==> src/rtl/countdown_pkg.sv <==
// Shared types and widths for the MM:SS countdown timer controller.
package countdown_pkg;

    localparam int unsigned MIN_W   = 7;
    localparam int unsigned SEC_W   = 6;
    localparam int unsigned SEC_MAX = 59;

    typedef enum logic [2:0] {
        IDLE    = 3'd0,
        SET_MIN = 3'd1,
        SET_SEC = 3'd2,
        RUN     = 3'd3,
        PAUSE   = 3'd4,
        ALARM   = 3'd5
    } state_t;

    // States in which the display shows the live count rather than the set value
    function automatic logic shows_count(input state_t s);
        return (s == RUN) || (s == PAUSE) || (s == ALARM);
    endfunction

    // States in which the 1 Hz prescaler runs
    function automatic logic is_timed(input state_t s);
        return (s == RUN) || (s == ALARM);
    endfunction

endpackage

==> src/rtl/countdown_sequencer_if.sv <==
// Button inputs and display/status outputs of the countdown controller.
interface countdown_sequencer_if;
    import countdown_pkg::*;

    logic             enable;
    logic             btn_mode;
    logic             btn_inc;
    logic             btn_start;
    logic [MIN_W-1:0] minutos_o;
    logic [SEC_W-1:0] segundos_o;
    logic [2:0]       state_o;
    logic             configuration;
    logic             running;
    logic             alarm;

    modport master (
        output enable, btn_mode, btn_inc, btn_start,
        input  minutos_o, segundos_o, state_o, configuration, running, alarm
    );

    modport slave (
        input  enable, btn_mode, btn_inc, btn_start,
        output minutos_o, segundos_o, state_o, configuration, running, alarm
    );

endinterface

==> src/rtl/countdown_sequencer_counter.sv <==
// MM:SS down-counter with parallel load; load wins over decrement.
module mmss_down_counter
    import countdown_pkg::*;
(
    input  logic             clk,
    input  logic             rst_n,
    input  logic             load,
    input  logic [MIN_W-1:0] load_min,
    input  logic [SEC_W-1:0] load_sec,
    input  logic             dec,
    output logic [MIN_W-1:0] min,
    output logic [SEC_W-1:0] sec,
    output logic             is_one
);

    always_ff @(posedge clk or negedge rst_n) begin
        if (!rst_n) begin
            min <= '0;
            sec <= '0;
        end else if (load) begin
            min <= load_min;
            sec <= load_sec;
        end else if (dec) begin
            if (sec != '0) begin
                sec <= SEC_W'(sec - SEC_W'(1));
            end else begin
                min <= MIN_W'(min - MIN_W'(1));
                sec <= SEC_W'(SEC_MAX);
            end
        end
    end

    assign is_one = (min == '0) && (sec == SEC_W'(1));

endmodule

==> src/rtl/countdown_sequencer.sv <==
// Mode-4 countdown controller: configuration, start/pause, 1 Hz countdown and bounded alarm.
module countdown_sequencer
    import countdown_pkg::*;
#(
    parameter int unsigned CLK_HZ     = 50_000_000,
    parameter int unsigned ALARM_SECS = 10,
    parameter int unsigned MAX_MIN    = 99
) (
    input  logic                  clk,
    input  logic                  reset,
    countdown_sequencer_if.slave  bus
);

    localparam int unsigned PS_W = (CLK_HZ > 1) ? $clog2(CLK_HZ) : 1;
    localparam int unsigned AC_W = $clog2(ALARM_SECS + 1);

    state_t           state, state_next;
    logic             mode_q, inc_q, start_q;
    logic             mode_p, inc_p, start_p;
    logic [PS_W-1:0]  prescaler;
    logic             tick;
    logic [AC_W-1:0]  alarm_cnt;
    logic             alarm_last;
    logic [MIN_W-1:0] set_min, cnt_min;
    logic [SEC_W-1:0] set_sec, cnt_sec;
    logic             cnt_is_one;
    logic             cnt_load, cnt_dec, set_min_inc, set_sec_inc, alarm_inc;

    assign mode_p  = bus.btn_mode  & ~mode_q;
    assign inc_p   = bus.btn_inc   & ~inc_q;
    assign start_p = bus.btn_start & ~start_q;

    assign tick       = is_timed(state) && (prescaler == PS_W'(CLK_HZ - 1));
    assign alarm_last = (AC_W'(alarm_cnt + AC_W'(1)) == AC_W'(ALARM_SECS));

    always_ff @(posedge clk or negedge reset) begin
        if (!reset) begin
            state   <= IDLE;
            mode_q  <= 1'b0;
            inc_q   <= 1'b0;
            start_q <= 1'b0;
        end else begin
            state   <= state_next;
            mode_q  <= bus.btn_mode;
            inc_q   <= bus.btn_inc;
            start_q <= bus.btn_start;
        end
    end

    // A press that the current state ignores does not block lower-priority events
    always_comb begin
        state_next  = state;
        cnt_load    = 1'b0;
        cnt_dec     = 1'b0;
        set_min_inc = 1'b0;
        set_sec_inc = 1'b0;
        alarm_inc   = 1'b0;
        if (!bus.enable) begin
            state_next = IDLE;
        end else begin
            case (state)
                IDLE: begin
                    if (start_p && ({set_min, set_sec} != '0)) begin
                        state_next = RUN;
                        cnt_load   = 1'b1;
                    end else if (mode_p) begin
                        state_next = SET_MIN;
                    end
                end
                SET_MIN: begin
                    if (mode_p)      state_next  = SET_SEC;
                    else if (inc_p)  set_min_inc = 1'b1;
                end
                SET_SEC: begin
                    if (mode_p)      state_next  = IDLE;
                    else if (inc_p)  set_sec_inc = 1'b1;
                end
                RUN: begin
                    if (start_p) begin
                        state_next = PAUSE;
                    end else if (tick) begin
                        cnt_dec = 1'b1;
                        if (cnt_is_one) state_next = ALARM;
                    end
                end
                PAUSE: begin
                    if (start_p) begin
                        state_next = RUN;
                    end else if (mode_p) begin
                        state_next = IDLE;
                        cnt_load   = 1'b1;
                    end
                end
                ALARM: begin
                    if (start_p || mode_p || (tick && alarm_last)) begin
                        state_next = IDLE;
                        cnt_load   = 1'b1;
                    end else if (tick) begin
                        alarm_inc = 1'b1;
                    end
                end
                default: state_next = IDLE;
            endcase
        end
    end

    // Prescaler restarts from 0 on every entry to a timed state
    always_ff @(posedge clk or negedge reset) begin
        if (!reset) begin
            prescaler <= '0;
        end else if (is_timed(state_next) && (state_next == state) && !tick) begin
            prescaler <= PS_W'(prescaler + PS_W'(1));
        end else begin
            prescaler <= '0;
        end
    end

    always_ff @(posedge clk or negedge reset) begin
        if (!reset) begin
            alarm_cnt <= '0;
        end else if (state_next != ALARM) begin
            alarm_cnt <= '0;
        end else if (alarm_inc) begin
            alarm_cnt <= AC_W'(alarm_cnt + AC_W'(1));
        end
    end

    always_ff @(posedge clk or negedge reset) begin
        if (!reset) begin
            set_min <= '0;
            set_sec <= '0;
        end else begin
            if (set_min_inc)
                set_min <= (set_min == MIN_W'(MAX_MIN)) ? '0 : MIN_W'(set_min + MIN_W'(1));
            if (set_sec_inc)
                set_sec <= (set_sec == SEC_W'(SEC_MAX)) ? '0 : SEC_W'(set_sec + SEC_W'(1));
        end
    end

    mmss_down_counter u_cnt (
        .clk      (clk),
        .rst_n    (reset),
        .load     (cnt_load),
        .load_min (set_min),
        .load_sec (set_sec),
        .dec      (cnt_dec),
        .min      (cnt_min),
        .sec      (cnt_sec),
        .is_one   (cnt_is_one)
    );

    assign bus.minutos_o     = shows_count(state) ? cnt_min : set_min;
    assign bus.segundos_o    = shows_count(state) ? cnt_sec : set_sec;
    assign bus.state_o       = state;
    assign bus.configuration = (state == SET_MIN) || (state == SET_SEC);
    assign bus.running       = (state == RUN);
    assign bus.alarm         = (state == ALARM);

endmodule

==> src/flat_wrapper.sv <==
// flat-port wrapper written by rule: the top's interface ports become plain ports
module countdown_sequencer_flat import countdown_pkg::*;
#(
    parameter int unsigned CLK_HZ     = 50_000_000,
    parameter int unsigned ALARM_SECS = 10,
    parameter int unsigned MAX_MIN    = 99
)
  (clk, reset, bus_enable, bus_btn_mode, bus_btn_inc, bus_btn_start, bus_minutos_o, bus_segundos_o, bus_state_o, bus_configuration, bus_running, bus_alarm);
  countdown_sequencer_if bus_i ();
  input  logic clk;
  input  logic reset;
  input wire logic [$bits(bus_i.enable)-1:0] bus_enable;
  input wire logic [$bits(bus_i.btn_mode)-1:0] bus_btn_mode;
  input wire logic [$bits(bus_i.btn_inc)-1:0] bus_btn_inc;
  input wire logic [$bits(bus_i.btn_start)-1:0] bus_btn_start;
  output wire logic [$bits(bus_i.minutos_o)-1:0] bus_minutos_o;
  output wire logic [$bits(bus_i.segundos_o)-1:0] bus_segundos_o;
  output wire logic [$bits(bus_i.state_o)-1:0] bus_state_o;
  output wire logic [$bits(bus_i.configuration)-1:0] bus_configuration;
  output wire logic [$bits(bus_i.running)-1:0] bus_running;
  output wire logic [$bits(bus_i.alarm)-1:0] bus_alarm;
  assign bus_i.enable = bus_enable;
  assign bus_i.btn_mode = bus_btn_mode;
  assign bus_i.btn_inc = bus_btn_inc;
  assign bus_i.btn_start = bus_btn_start;
  assign bus_minutos_o = bus_i.minutos_o;
  assign bus_segundos_o = bus_i.segundos_o;
  assign bus_state_o = bus_i.state_o;
  assign bus_configuration = bus_i.configuration;
  assign bus_running = bus_i.running;
  assign bus_alarm = bus_i.alarm;
  countdown_sequencer #(.CLK_HZ(CLK_HZ), .ALARM_SECS(ALARM_SECS), .MAX_MIN(MAX_MIN)) u_core (.clk(clk), .reset(reset), .bus(bus_i));
endmodule
==> config.mk <==
export PLATFORM = sky130hd
export DESIGN_NAME = countdown_sequencer_flat
export DESIGN_NICKNAME = d
export VERILOG_FILES = /design/src/rtl/countdown_pkg.sv /design/src/rtl/countdown_sequencer_if.sv /design/src/rtl/countdown_sequencer_counter.sv /design/src/rtl/countdown_sequencer.sv /design/src/flat_wrapper.sv
export SDC_FILE = /design/constraint.sdc
export NUM_CORES = 1
export LEC_CHECK = 0
export ABC_CLOCK_PERIOD_IN_PS = 3800
export BUFFER_PORTS_ARGS = -buffer_cell sky130_fd_sc_hd__buf_2
export CAP_MARGIN = 20
export CORE_MARGIN = 1.5
export CORE_UTILIZATION = 40
export CTS_CLUSTER_SIZE = 30
export DETAILED_ROUTE_END_ITERATION = 10
export PLACE_DENSITY = 0.55
export SLEW_MARGIN = 10
export SYNTH_ARGS = -nofsm -noshare
export SYNTH_HDL_FRONTEND = slang
export SYNTH_SLANG_ARGS = --single-unit
==> constraint.sdc <==
create_clock -name clk -period 3.8 [get_ports clk]
set_input_delay 0.38 -clock clk [delete_from_list [all_inputs] [get_ports clk]]
set_output_delay 0.38 -clock clk [all_outputs]
set_load 0.03 [all_outputs]
Word level (Yosys, flattened, before mapping)
Cells that the tools add are included. W data, S select, Z words.

Register bits after elaboration: 62. Input port bits: 6. Output and inout port bits: 19. Logic and storage cells: 101.

Add/subtract/negate cells: 6. Equal/unequal tests: 15. Muxes and demuxes: 43. Bitwise gates (word level): 6. Reductions and logical operators: 21.

Operator list (number): $mux W7 (5); $mux W3 (10); $mux W6 (5); $add A26 B1 Y26 const B (1); $eq A26 B26 Y1 const B (1); $mux W26 (1); $mux W1 (18); $pmux W3 S6 (1); $reduce_bool A13 Y1 (1); $eq A3 B2 Y1 const B (3); $eq A3 B3 Y1 const B (3); $mux W4 (2); $add A7 B1 Y7 const B (1); $eq A7 B7 Y1 const B (1); $logic_not A7 Y1 (1); $logic_or A1 B1 Y1 (7); $sub A7 B1 Y7 const B (1); $add A6 B1 Y6 const B (1); $eq A6 B1 Y1 const B (1); $eq A6 B6 Y1 const B (1); $logic_and A1 B1 Y1 (6); $reduce_bool A6 Y1 (1); $sub A6 B1 Y6 const B (1); $add A4 B1 Y4 const B (1); 12 further kinds (17).

Depth between registers and ports, before layout
Gate-level depths: netlist of run 1.

Depth in word-level cells: 13. Gate-level depth with buffers: 9. Depth with buffers taken out: 8.

Cells and area by module
From an unflattened synthesis of run 1, not the netlist that was laid out.

Cell total of the unflattened synthesis: 407. Area total of the unflattened synthesis: 3842.4 µm².

Modules (own cells, without submodules): countdown_sequencer (times used 1, cells each 312, area an instance 3002.9 µm², seq. area each 1226.2 µm²); mmss_down_counter (times used 1, cells each 95, area an instance 839.6 µm², seq. area each 325.3 µm²).

Least setup slack after synthesis of run 1
No wires, ideal clock.

Path type: register to output. Start point: reg u_core.state[2], in the netlist u_core.bus.state_o[2]. End point: out bus_minutos_o[0]. Arrival time: 2107 ps. Data required time: 3420 ps. Setup slack: 1313 ps. Stages on the path, launching flop included: 6. Path buffers: 2. Cells stage by stage: dfrtp_1 > clkbuf_1 > nand3b_1 > nand2_1 > clkbuf_1 > o21ai_0.

Cells in the longest elaborated chain, start to end: 4. Elaborated cells on any way between the ends: 6. Classes of those cells: eq/ne (3); mux (1); reduce/logical (2).

RTL lines: start, declared (line countdown_sequencer.sv:17) `state_t state, state_next;`; start signal, assigned (line countdown_sequencer.sv:43) `state <= state_next;`; $eq A3 B2 Y1 / $eq A3 B3 Y1 (equally long branches) (line countdown_pkg.sv:19) `return (s == RUN) || (s == PAUSE) || (s == ALARM);`; $logic_or A1 B1 Y1 (line countdown_pkg.sv:19); $logic_or A1 B1 Y1 (*) (line countdown_pkg.sv:19); $mux W7 (*) (line countdown_sequencer.sv:152) `assign bus.minutos_o = shows_count(state) ? cnt_min : set_min;`; end, declared (line flat_wrapper.sv:16) `output wire logic [$bits(bus_i.minutos_o)-1:0] bus_minutos_o;`.

Every way passes the cells marked *; elsewhere a longest branch is shown, timed or not.

Worst setup path in the final report of run 1
Start point: reg u_core.alarm_cnt[0]. End point: reg u_core.prescaler[15].

Cells in the longest elaborated chain, start to end: 12. Elaborated cells on any way between the ends: 14. Classes of those cells: add/sub (1); eq/ne (4); mux (4); reduce/logical (5).

RTL lines: start, declared (line countdown_sequencer.sv:22) `logic [AC_W-1:0] alarm_cnt;`; start signal, assigned (line countdown_sequencer.sv:124) `alarm_cnt <= AC_W'(alarm_cnt + AC_W'(1));`; $add A4 B1 Y4 (*) (line countdown_sequencer.sv:34) `assign alarm_last = (AC_W'(alarm_cnt + AC_W'(1)) == AC_W'(ALARM_SECS));`; $eq A4 B4 Y1 (*) (line countdown_sequencer.sv:34); $logic_and A1 B1 Y1 (*) (line countdown_sequencer.sv:95) `if (start_p || mode_p || (tick && alarm_last)) begin`; $logic_or A1 B1 Y1 (*) (line countdown_sequencer.sv:95); $mux W3 (*) (line countdown_sequencer.sv:95); $pmux W3 S6 (*) (line countdown_sequencer.sv:61) `case (state)`; $mux W3 (*) (line countdown_sequencer.sv:58) `if (!bus.enable) begin`; $eq A3 B2 Y1 / $eq A3 B3 Y1 (equally long branches) (line countdown_pkg.sv:24) `return (s == RUN) || (s == ALARM);`; $logic_or A1 B1 Y1 (line countdown_pkg.sv:24); $logic_and A1 B1 Y1 (*) (2 in series) (line countdown_sequencer.sv:111) `end else if (is_timed(state_next) && (state_next == state) && !tick) begin`; $mux W26 (*) (line countdown_sequencer.sv:111); end signal, assigned (line countdown_sequencer.sv:112) `prescaler <= PS_W'(prescaler + PS_W'(1));`; end, declared (line countdown_sequencer.sv:20) `logic [PS_W-1:0] prescaler;`.

Marked as above. A chain may end at the register's enable or synchronous reset.

==> impl_metrics.csv, run 1 <==
group,metric,value,unit
floorplan,row_count,35,
drt,vias,3007,
clocking,cts.path.max_buffers,2,
placed_design,dp_hpwl,6.10,mm
clocking,cts_hold_buf,0,
logic_synthesis,synth_top_area_cell,"dfrtp_1",
logic_synthesis,synthTopCellsByArea,"dfrtp_1 41%, mux2_2 5.4%, xor2_1 4.7%",
logic_synthesis,ys_seq_area_share,41.2,%
sta,hold_ws,0.155,ns
layout,syn2layout_area_growth,10.5,%
drt,via_per_inst,5.53,
drt,drtPass1Iterations,5,
floorplan,dieArea,10000,um^2
floorplan,start_util,41.0,%
critical_path,crit_type,"reg2reg",
clocking,clk_latency,0.35,ns
sta,fin_crit_sh,76.4,%
global_routing,grt_pass1_wl,14.8,mm
logic_synthesis,async_flop_share,100,%
logic_synthesis,yosysTopAreaCellShare,41.2,%
layout,drive_above_1_share,15.0,%
clocking,clock_sinks,62,
status,status,"finished clean",
logic_synthesis,synth_top_family_by_area,"simple AND/OR/NAND/NOR gates",
logic_synthesis,ys.flop_type,"dfrtp_1",
logic_synthesis,synth_most_common_cell,"dfrtp_1",
flow_run,maxCapViolations,0,
global_routing,antenna_found_initial,0,
power_and_ir_drop,power_density,450,nW/um^2
logic_synthesis,synth_area,3770,um^2
drt,wirelength,8.63,mm
logic_synthesis,synthAdderAreaFrac,3.65,%
drt,wl_per_cell,15.9,um
critical_path,worst-path-max-fanout,16,
layout,num_antenna_cells,0,
power_and_ir_drop,p_leak,1.77,nW
clocking,clk_pin_slew_worst_paths,0.07,ns
logic_synthesis,synth-warning-count,0,
drt,antenna_left,0,
floorplan,core-area,9200,um^2
drt,drt_iter0_markers,241,
layout,post-route-util,45.3,%
sta,finalSetupViolations,0,
logic_synthesis,avgSynthCellArea,9.32,um^2
hold_path,hp-class,"in2async",
sta,clock_skew,0.00855,ns
global_routing,grt_pass1_vias,2948,
sta,hold_violations,0,
placed_design,io_buffers,24,
clocking,cts_tree,"done",
logic_synthesis,synth_commonest_cells,"62 x dfrtp_1, 42 x nand2_1, 34 x nor3_1",
power_and_ir_drop,ir_drop,0.000191,V
logic_synthesis,synth_cells,404,
floorplan,die_width,100,um
placed_design,place.gp.congestion,0.873,
global_routing,grt_start_max_net_pins,41,
clocking,postCtsSetupBuffers,0,
clocking,cts-buffers-inserted,9,
critical_path,r2r_cells,8,
critical_path,crit_arrival,3.13,ns
sta,tightestPinTransition,0.917,ns
floorplan,io_pins,25,
logic_synthesis,synth_xor_area_share,8.14,%
logic_synthesis,synth_compound_area_share,10.2,%
logic_synthesis,synth_edf_count,0,
global_routing,track_usage,19.0,%
critical_path,r2r-start,"u_core.alarm_cnt[0]",
critical_path,critPathCaptureType,"register",
floorplan,fp.dieH,100,um
clocking,postCtsResizedCells,0,
clocking,h-tree-depth,3,
critical_path,start_kind,"register",
power_and_ir_drop,p_total,0.00187,W
clocking,cts_root_buf,"clkbuf_8",
logic_synthesis,netlist-cell-type-count,52,
critical_path,crit_required,4.03,ns
sta,fin_crit,2.90,ns
logic_synthesis,ys_ff_latch,62,
sta,setup-tns-final,0,ns
layout,final_nets,446,
layout,n_fill_cell,940,
sta,slew_viol_final,0,
logic_synthesis,muxShareOfSynthArea,6.71,%
sta,grt_setup_unrepaired,"no",
sta,timing.fmax,345,MHz
drt,drc,0,
sta,slew_headroom,38.8,%
critical_path,r2r_slack,0.90,ns
logic_synthesis,syn_nets,421,
logic_synthesis,synthSimpleGateAreaFrac,26.6,%
critical_path,r2r_end,"u_core.prescaler[15]",
global_routing,grt_overflow_total,0,
[power by group]
group | switching [W] | internal (W) | total, W
registers | 0.0000890 | 0.000722 | 0.000811
logic | 0.000310 | 0.000180 | 0.000490
clock network | 0.000274 | 0.000297 | 0.000571
total | 0.000672 | 0.00120 | 0.00187
[layer usage]
layer | track usage [%] | part of all wire [%]
met5 | 0 | 0
met4 | 5.20 | 0.93
met3 | 4.25 | 3.3
met2 | 31.0 | 47
met1 | 25.6 | 48
[cell families after synthesis]
kind of cell | count (synthesis)
AOI/OAI and AO/OA | 57
and+or+nand+nor | 188
DFF | 62
adders and majority gates | 11
xor gates and xnor gates | 35
muxes | 23
buffers and inverters | 28
[cell type report]
cell class                      instances  area [um^2]  area share [%]
Sequential cell                        62         1550            37.3
Clock buffer                            9          124            2.98
Timing Repair Buffer                   27          146            3.52
Clock inverter                          6         63.8            1.53
Inverter                               15         56.3            1.35
Multi-Input combinational cell        314         2080            50.0
Tap cell                              111          139            3.34
[placed cells by master, fill, tap and decap left out, types with 14 or more instances in the layout]
master,netlist,final
nand2_1,42,42
nor3_1,34,34
nor2_1,22,22
o21ai_0,17,17
inv_1,15,15
buf_2,5,24
xnor2_1,15,15
a21oi_1,14,14
dfrtp_1,62,62
nand3_1,21,21
xor2_1,20,20
mux2_2,18,18
nand4_1,17,17
[sequential cells by signal, indices dropped and copies added (netlist names)]
signal and count:
u_core.prescaler 26, u_core.set_min 7, u_core.u_cnt.min 7, u_core.set_sec 6
u_core.u_cnt.sec 6, u_core.alarm_cnt 4, u_core.bus.state_o 3, u_core.inc_q 1
u_core.mode_q 1, u_core.start_q 1
[through the flow]
| step | area, um^2 | cells | worst slack (ns) |
|---|---|---|---|
| 3_3_place_gp | 3960 | 528 | 0.842 |
| 2_1_floorplan | 3770 | 404 | 1.31 |
| 3_5_place_dp | 3970 | 529 | 0.869 |
| 6_report | 4160 | 544 | 0.897 |
| 4_1_cts | 4160 | 544 | 0.863 |
| 5_1_grt | 4160 | 544 | 0.587 |
[worst max path at each step]
stage                     slack, ns             startpoint  cells past startpoint                    to
after floorplan                1.31  u_core.bus.state_o[2]                      5      bus_minutos_o[0]
after global placement         0.84    u_core.prescaler[0]                      7  u_core.prescaler[15]
after detailed placement       0.87    u_core.alarm_cnt[0]                      8  u_core.prescaler[15]
after CTS                      0.86    u_core.alarm_cnt[0]                      8  u_core.prescaler[15]
after global routing           0.59    u_core.alarm_cnt[0]                      8  u_core.prescaler[15]
final                          0.90    u_core.alarm_cnt[0]                      8  u_core.prescaler[15]
[worst max-delay path, cell delays in order, from the launching register on]
cell and delay, ns:
dfrtp_1 0.44, ha_1 0.23, and2_1 0.15, or4bb_1 0.46, o21ai_0 0.13, a21oi_1 0.32
o211ai_2 0.73, buf_6 0.25, nor3_1 0.06
Note: power is estimated with default switching activity, not from simulation.
==> inputs of run 2 (changes only) <==
- ABC_CLOCK_PERIOD_IN_PS: 3800 -> 2800
- clock period: 3.8 -> 2.8 ns (I/O delays scaled with it)
==> impl_metrics.csv, run 2 (synthesis gave the netlist of run 1 again) <==
group,metric,value,unit
drt,antenna_left,0,
hold_path,hp-class,"in2reg",
sta,finalSetupViolations,0,
critical_path,crit_arrival,2.70,ns
global_routing,grt_overflow_total,0,
critical_path,crit_chain,"inv_1 -> ha_1 -> nor4b_1 -> nand3_1 -> o21ai_1 -> o211ai_2 -> a211oi_4 -> buf_12 -> nor3_1",
critical_path,r2r_slack,0.32,ns
clocking,cts_hold_buf,0,
critical_path,r2r_cells,9,
layout,mostFrequentLayoutCell,"dfrtp_1",
drt,drt_iter0_markers,233,
power_and_ir_drop,p_leak,1.80,nW
sta,setup-tns-final,0,ns
layout,num_antenna_cells,0,
clocking,cts_root_buf,"clkbuf_8",
floorplan,die_width,100,um
critical_path,critPathSlowestCell,"dfrtp_1",
floorplan,io_pins,25,
critical_path,crit_start,"u_core.set_min[0]",
status,status,"finished clean",
sta,grt_setup_unrepaired,"no",
global_routing,antenna_found_initial,0,
placed_design,place.gp.congestion,0.849,
sta,clock_skew,0.00801,ns
layout,regMostFlops,"u_core.prescaler",
critical_path,setup.worst_path.end,"u_core.prescaler[24]",
sta,fin_crit_sh,88.7,%
layout,n_fill_cell,919,
global_routing,track_usage,18.4,%
global_routing,grt-busiest-layer,"met2",
critical_path,worst-path-max-fanout,26,
clocking,cts.path.max_buffers,2,
layout,final-seq-area,1550,um^2
sta,hold_violations,0,
critical_path,cp_slowest_stage_delay,0.42,ns
critical_path,crit_required,3.02,ns
layout,syn2layout_area_growth,12.0,%
sta,hold_ws,0.0654,ns
critical_path,start_kind,"register",
critical_path,crit_type,"reg2reg",
layout,largest_register_ffs,26,
floorplan,core-area,9200,um^2
global_routing,grt.met1_usage,24.1,%
floorplan,start_util,41.0,%
drt,wirelength,8.54,mm
global_routing,use_met3,4.87,%
layout,drive_above_1_share,16.2,%
floorplan,row_count,35,
global_routing,grt_start_max_net_pins,63,
placed_design,dp_hpwl,5.98,mm
sta,tightestPinTransition,0.801,ns
power_and_ir_drop,ir_drop,0.000253,V
global_routing,grt_pass1_vias,2920,
drt,wl_per_cell,15.6,um
layout,mostFrequentLayoutCells,"62 x dfrtp_1, 40 x nand2_1, 34 x nor3_1, 24 x buf_2, 22 x nor2_1",
clocking,h-tree-depth,3,
floorplan,dieArea,10000,um^2
drt,drc,0,
global_routing,grtUsageMet2,30.4,%
critical_path,r2r-start,"u_core.set_min[0]",
clocking,clk_pin_slew_worst_paths,0.07,ns
layout,multi_input_area,2090,um^2
sta,slew_viol_final,0,
critical_path,r2r_end,"u_core.prescaler[24]",
flow_run,maxCapViolations,0,
sta,fin_crit,2.48,ns
layout,final_nets,450,
clocking,clk_latency,0.34,ns
drt,vias,3033,
sta,timing.fmax,403,MHz
drt,drtPass1Iterations,4,
layout,reg.largest.list,"u_core.prescaler: 26 flops, u_core.set_min: 7 flops, u_core.u_cnt.min: 7 flops",
clocking,cts_tree,"done",
sta,slew_headroom,46.6,%
clocking,clock_sinks,62,
drt,via_per_inst,5.53,
critical_path,critPathCaptureType,"register",
clocking,cts-buffers-inserted,9,
power_and_ir_drop,power_density,606,nW/um^2
placed_design,io_buffers,24,
global_routing,grt_pass1_wl,14.4,mm
floorplan,fp.dieH,100,um
[run 2: changes by cell type in the layout (fill, tap and decap cells not counted)]
cell     previous run  this run
buf_4               2         5
buf_12              0         2
nand2_1            42        40
nand2_2             0         2
buf_6               1         0
[run 2: routing by layer]
layer	vias up	wire, um
li1	1519	-
met1	1458	4220
met2	50	3980
met3	6	268
met4	0	75
met5	-	0
[run 2: critical path, delay by kind of cell, from the launching register on]
family	cells	cell delay [ns]
adder cells (fa/ha/maj)	1	0.20
flip-flops	1	0.42
AND/OR/NAND/NOR	3	0.54
AO/OA/AOI/OAI	3	0.85
buffers and inverters	2	0.35
[run 2: worst min path at each step]
| stage | start | to | slack, ns | depth (start not counted) |
|---|---|---|---|---|
| floorplan | reset | u_core.alarm_cnt[0] | -0.02 | 0 |
| global placement | bus_btn_inc | u_core.inc_q | 0.41 | 1 |
| detailed placement | bus_btn_inc | u_core.inc_q | 0.41 | 1 |
| CTS | bus_btn_inc | u_core.inc_q | 0.04 | 1 |
| global route | bus_btn_inc | u_core.inc_q | 0.05 | 1 |
| finish | bus_btn_inc | u_core.inc_q | 0.07 | 1 |
[run 2: final cells by class]
type / count / area share [%]
flip-flops and latches: 62 / 36.8
clock inverters: 6 / 1.51
clock buffers: 9 / 2.94
well taps: 111 / 3.29
multi-input cells: 314 / 49.5
repair buffers: 31 / 4.69
inverters: 15 / 1.33
[run 2: timing repair]
item | CTS | global route
gates resized for setup | 0 | 2
setup endpoints to repair | 0 | 14
setup buffers | 0 | 0
[run 2: where the power goes]
group          switching (W)  total [W]  internal, W
combinational       0.000424   0.000684     0.000260
sequential          0.000122    0.00110     0.000980
clock               0.000364   0.000768     0.000404
[run 2: metrics by stage]
step           cell area [um^2]  cells  setup slack (ns)  power (W)  utilization, %
6_report                   4220    548             0.317    0.00255            45.9
5_1_grt                    4220    548            0.0598    0.00272            45.9
4_1_cts                    4210    548             0.175    0.00259            45.8
3_5_place_dp               4030    533             0.238    0.00180            43.8
3_3_place_gp               4030    533             0.285    0.00180            43.8
2_1_floorplan              3770    404             0.413    0.00159               -
==> inputs of run 3 (changes only) <==
- ABC_AREA: default -> 1
- PLACE_DENSITY: 0.55 -> 0.54
==> impl_metrics.csv, run 3 <==
group,metric,value,unit
status,status,"finished clean",
clocking,clock_sinks,62,
hold_path,hold-path-endpoint,"u_core.mode_q",
clocking,postCtsSetupBuffers,0,
critical_path,worst-path-max-fanout,20,
critical_path,crit_required,3.09,ns
critical_path,crit_chain,"inv_1 -> ha_1 -> nand2_1 -> nor2_1 -> nand4_1 -> nand2_1 -> o21a_1 -> nand2_1 -> nand2_2 -> nand2_2 -> inv_1 -> nand2_1 -> nand2_1",
clocking,cts_root_buf,"clkbuf_8",
critical_path,crit_path_frequent_cell,"nand2_1",
sta,setup-tns-final,0,ns
hold_path,hold_path.startpoint,"bus_btn_mode",
drt,wl_per_cell,12.3,um
floorplan,row_count,36,
clocking,cts-buffers-inserted,9,
critical_path,crit_arrival,2.62,ns
critical_path,r2r_end,"u_core.u_cnt.sec[4]",
clocking,cts_tree,"done",
sta,clock_skew,0.0119,ns
layout,reg.largest.list,"u_core.prescaler: 26 flops, u_core.set_min: 7 flops, u_core.u_cnt.min: 7 flops",
layout,mostFrequentLayoutCells,"129 x nand2_1, 62 x dfrtp_1, 57 x inv_1, 50 x nor2_1, 29 x nand3_1",
global_routing,track_usage,17.6,%
clocking,clk_pin_slew_worst_paths,0.08,ns
sta,timing.fmax,429,MHz
critical_path,crit_type,"reg2reg",
drt,drt_iter0_markers,103,
logic_synthesis,synth_cells,509,
global_routing,antenna_found_initial,0,
layout,regMostFlops,"u_core.prescaler",
floorplan,die_width,102,um
critical_path,r2r-start,"u_core.set_sec[1]",
drt,drtPass1Iterations,4,
logic_synthesis,synth_edf_count,0,
drt,wl_met1,4.19,mm
sta,grt_setup_unrepaired,"no",
logic_synthesis,synth_top_area_cell,"dfrtp_1",
critical_path,r2r_slack,0.47,ns
drt,drc,0,
logic_synthesis,syn_nets,526,
logic_synthesis,synthTopCellsByArea,"dfrtp_1 39%, nand2_1 12%, xor2_1 5.6%",
logic_synthesis,async_flop_share,100,%
global_routing,grt_start_max_net_pins,63,
global_routing,grt_pass1_vias,3202,
drt,wl_met2,3.77,mm
critical_path,r2r_cells,13,
critical_path,start_kind,"register",
global_routing,grt_overflow_total,0,
clocking,clk_latency,0.35,ns
logic_synthesis,yosysTopAreaCellShare,39.4,%
logic_synthesis,synth-warning-count,0,
sta,hold_violations,0,
logic_synthesis,synth_commonest_cells,"129 x nand2_1, 62 x dfrtp_1, 57 x inv_1",
hold_path,hp-class,"in2reg",
layout,largest_register_ffs,26,
logic_synthesis,avgSynthCellArea,7.74,um^2
logic_synthesis,ys.flop_type,"dfrtp_1",
drt,top_layer_used,"met4",
hold_path,whs_path_depth,1,
critical_path,critPathCaptureType,"register",
sta,fin_crit_sh,83.3,%
layout,syn2layout_area_growth,11.5,%
logic_synthesis,synth_area,3940,um^2
sta,fin_crit,2.33,ns
drt,via_per_inst,4.80,
clocking,postCtsResizedCells,0,
clocking,h-tree-depth,3,
clocking,cts.path.max_buffers,2,
layout,final_nets,558,
floorplan,fp.dieH,102,um
sta,slew_viol_final,0,
clocking,cts_hold_buf,0,
logic_synthesis,netlist-cell-type-count,33,
placed_design,place.gp.congestion,0.839,
drt,wirelength,8.33,mm
power_and_ir_drop,ir_drop,0.000296,V
drt,antenna_left,0,
flow_run,maxCapViolations,0,
layout,mostFrequentLayoutCell,"nand2_1",
layout,num_antenna_cells,0,
floorplan,core-area,9640,um^2
critical_path,critPathSlowestCell,"dfrtp_1",
power_and_ir_drop,power_density,720,nW/um^2
drt,wl_met3,261,um
floorplan,io_pins,25,
logic_synthesis,ys_seq_area_share,39.4,%
placed_design,dp_cells,663,
global_routing,grt_pass1_wl,14.5,mm
placed_design,dp_hpwl,6.08,mm
sta,finalSetupViolations,0,
floorplan,dieArea,10500,um^2
logic_synthesis,synth_most_common_cell,"nand2_1",
drt,vias,3257,
layout,post-route-util,45.6,%
placed_design,io_buffers,24,
sta,tightestPinTransition,0.786,ns
critical_path,cp_slowest_stage_delay,0.38,ns
sta,slew_headroom,47.6,%
logic_synthesis,ys_ff_latch,62,
floorplan,start_util,40.9,%
power_and_ir_drop,p_leak,2.02,nW
layout,finalNonFillerCells,679,
layout,drive_above_1_share,18.5,%
==> run 3: how the worst max path moves through the flow <==
| stage | from | end | slack, ns | cells past startpoint |
|---|---|---|---|---|
| floorplan | u_core.bus.state_o[2] | bus_minutos_o[6] | 0.62 | 5 |
| global placement | u_core.set_sec[1] | u_core.u_cnt.sec[2] | 0.46 | 13 |
| detailed placement | u_core.set_sec[1] | u_core.u_cnt.sec[4] | 0.47 | 13 |
| CTS | u_core.set_sec[0] | u_core.u_cnt.sec[4] | 0.46 | 13 |
| global route | u_core.set_sec[1] | u_core.u_cnt.sec[1] | 0.13 | 13 |
| finish | u_core.set_sec[1] | u_core.u_cnt.sec[4] | 0.47 | 13 |
==> run 3: kinds of logic (layout without fill, tap and decap cells) <==
logic type	count (synthesis)	count (layout)	synth area share (%)
adder cells (fa/ha/maj)	11	11	3.49
flip-flops	62	62	39.4
XOR/XNOR	38	38	8.45
buffers and inverters	68	105	7.69
AO/OA/AOI/OAI	49	49	7.34
AND/OR/NAND/NOR	281	281	33.6
==> run 3: power breakdown <==
group	switching [W]	internal, W	leakage, nW
sequential	0.000181	0.00105	0.807
combinational	0.000688	0.000361	1.11
clock	0.000382	0.000500	0.106
==> run 3: metrics by stage <==
stage	area, um^2	hold slack, ns	total power (W)	setup slack, ns
2_1_floorplan	3940	-0.0156	0.00203	0.616
3_3_place_gp	4180	0.403	0.00229	0.464
3_5_place_dp	4180	0.406	0.00230	0.474
4_1_cts	4390	0.0325	0.00319	0.462
5_1_grt	4390	0.0302	0.00339	0.127
6_report	4390	0.0456	0.00316	0.468
==> run 3: layout make-up <==
cell class                      instances  area, um^2
Clock inverter                          6        86.3
Fill cell                             979        5250
Multi-Input combinational cell        379        2080
Inverter                               62         233
Sequential cell                        62        1550
Clock buffer                           10         128
Tap cell                              133         166
Timing Repair Buffer                   27         143
==> run 3: metal layers <==
metal	vias up	GRT usage, %
li1	1678	-
met1	1539	23.2
met2	30	28.8
met3	10	4.04
met4	0	5.58
met5	-	0
==> run 3: worst max-delay path: cells and delay by family, from the launching register on <==
| kind | cells | cell delay (ns) |
|---|---|---|
| and+or+nand+nor | 9 | 1.20 |
| DFF | 1 | 0.38 |
| buffers and inverters | 2 | 0.38 |
| adders and majority gates | 1 | 0.18 |
| AOI/OAI and AO/OA | 1 | 0.13 |
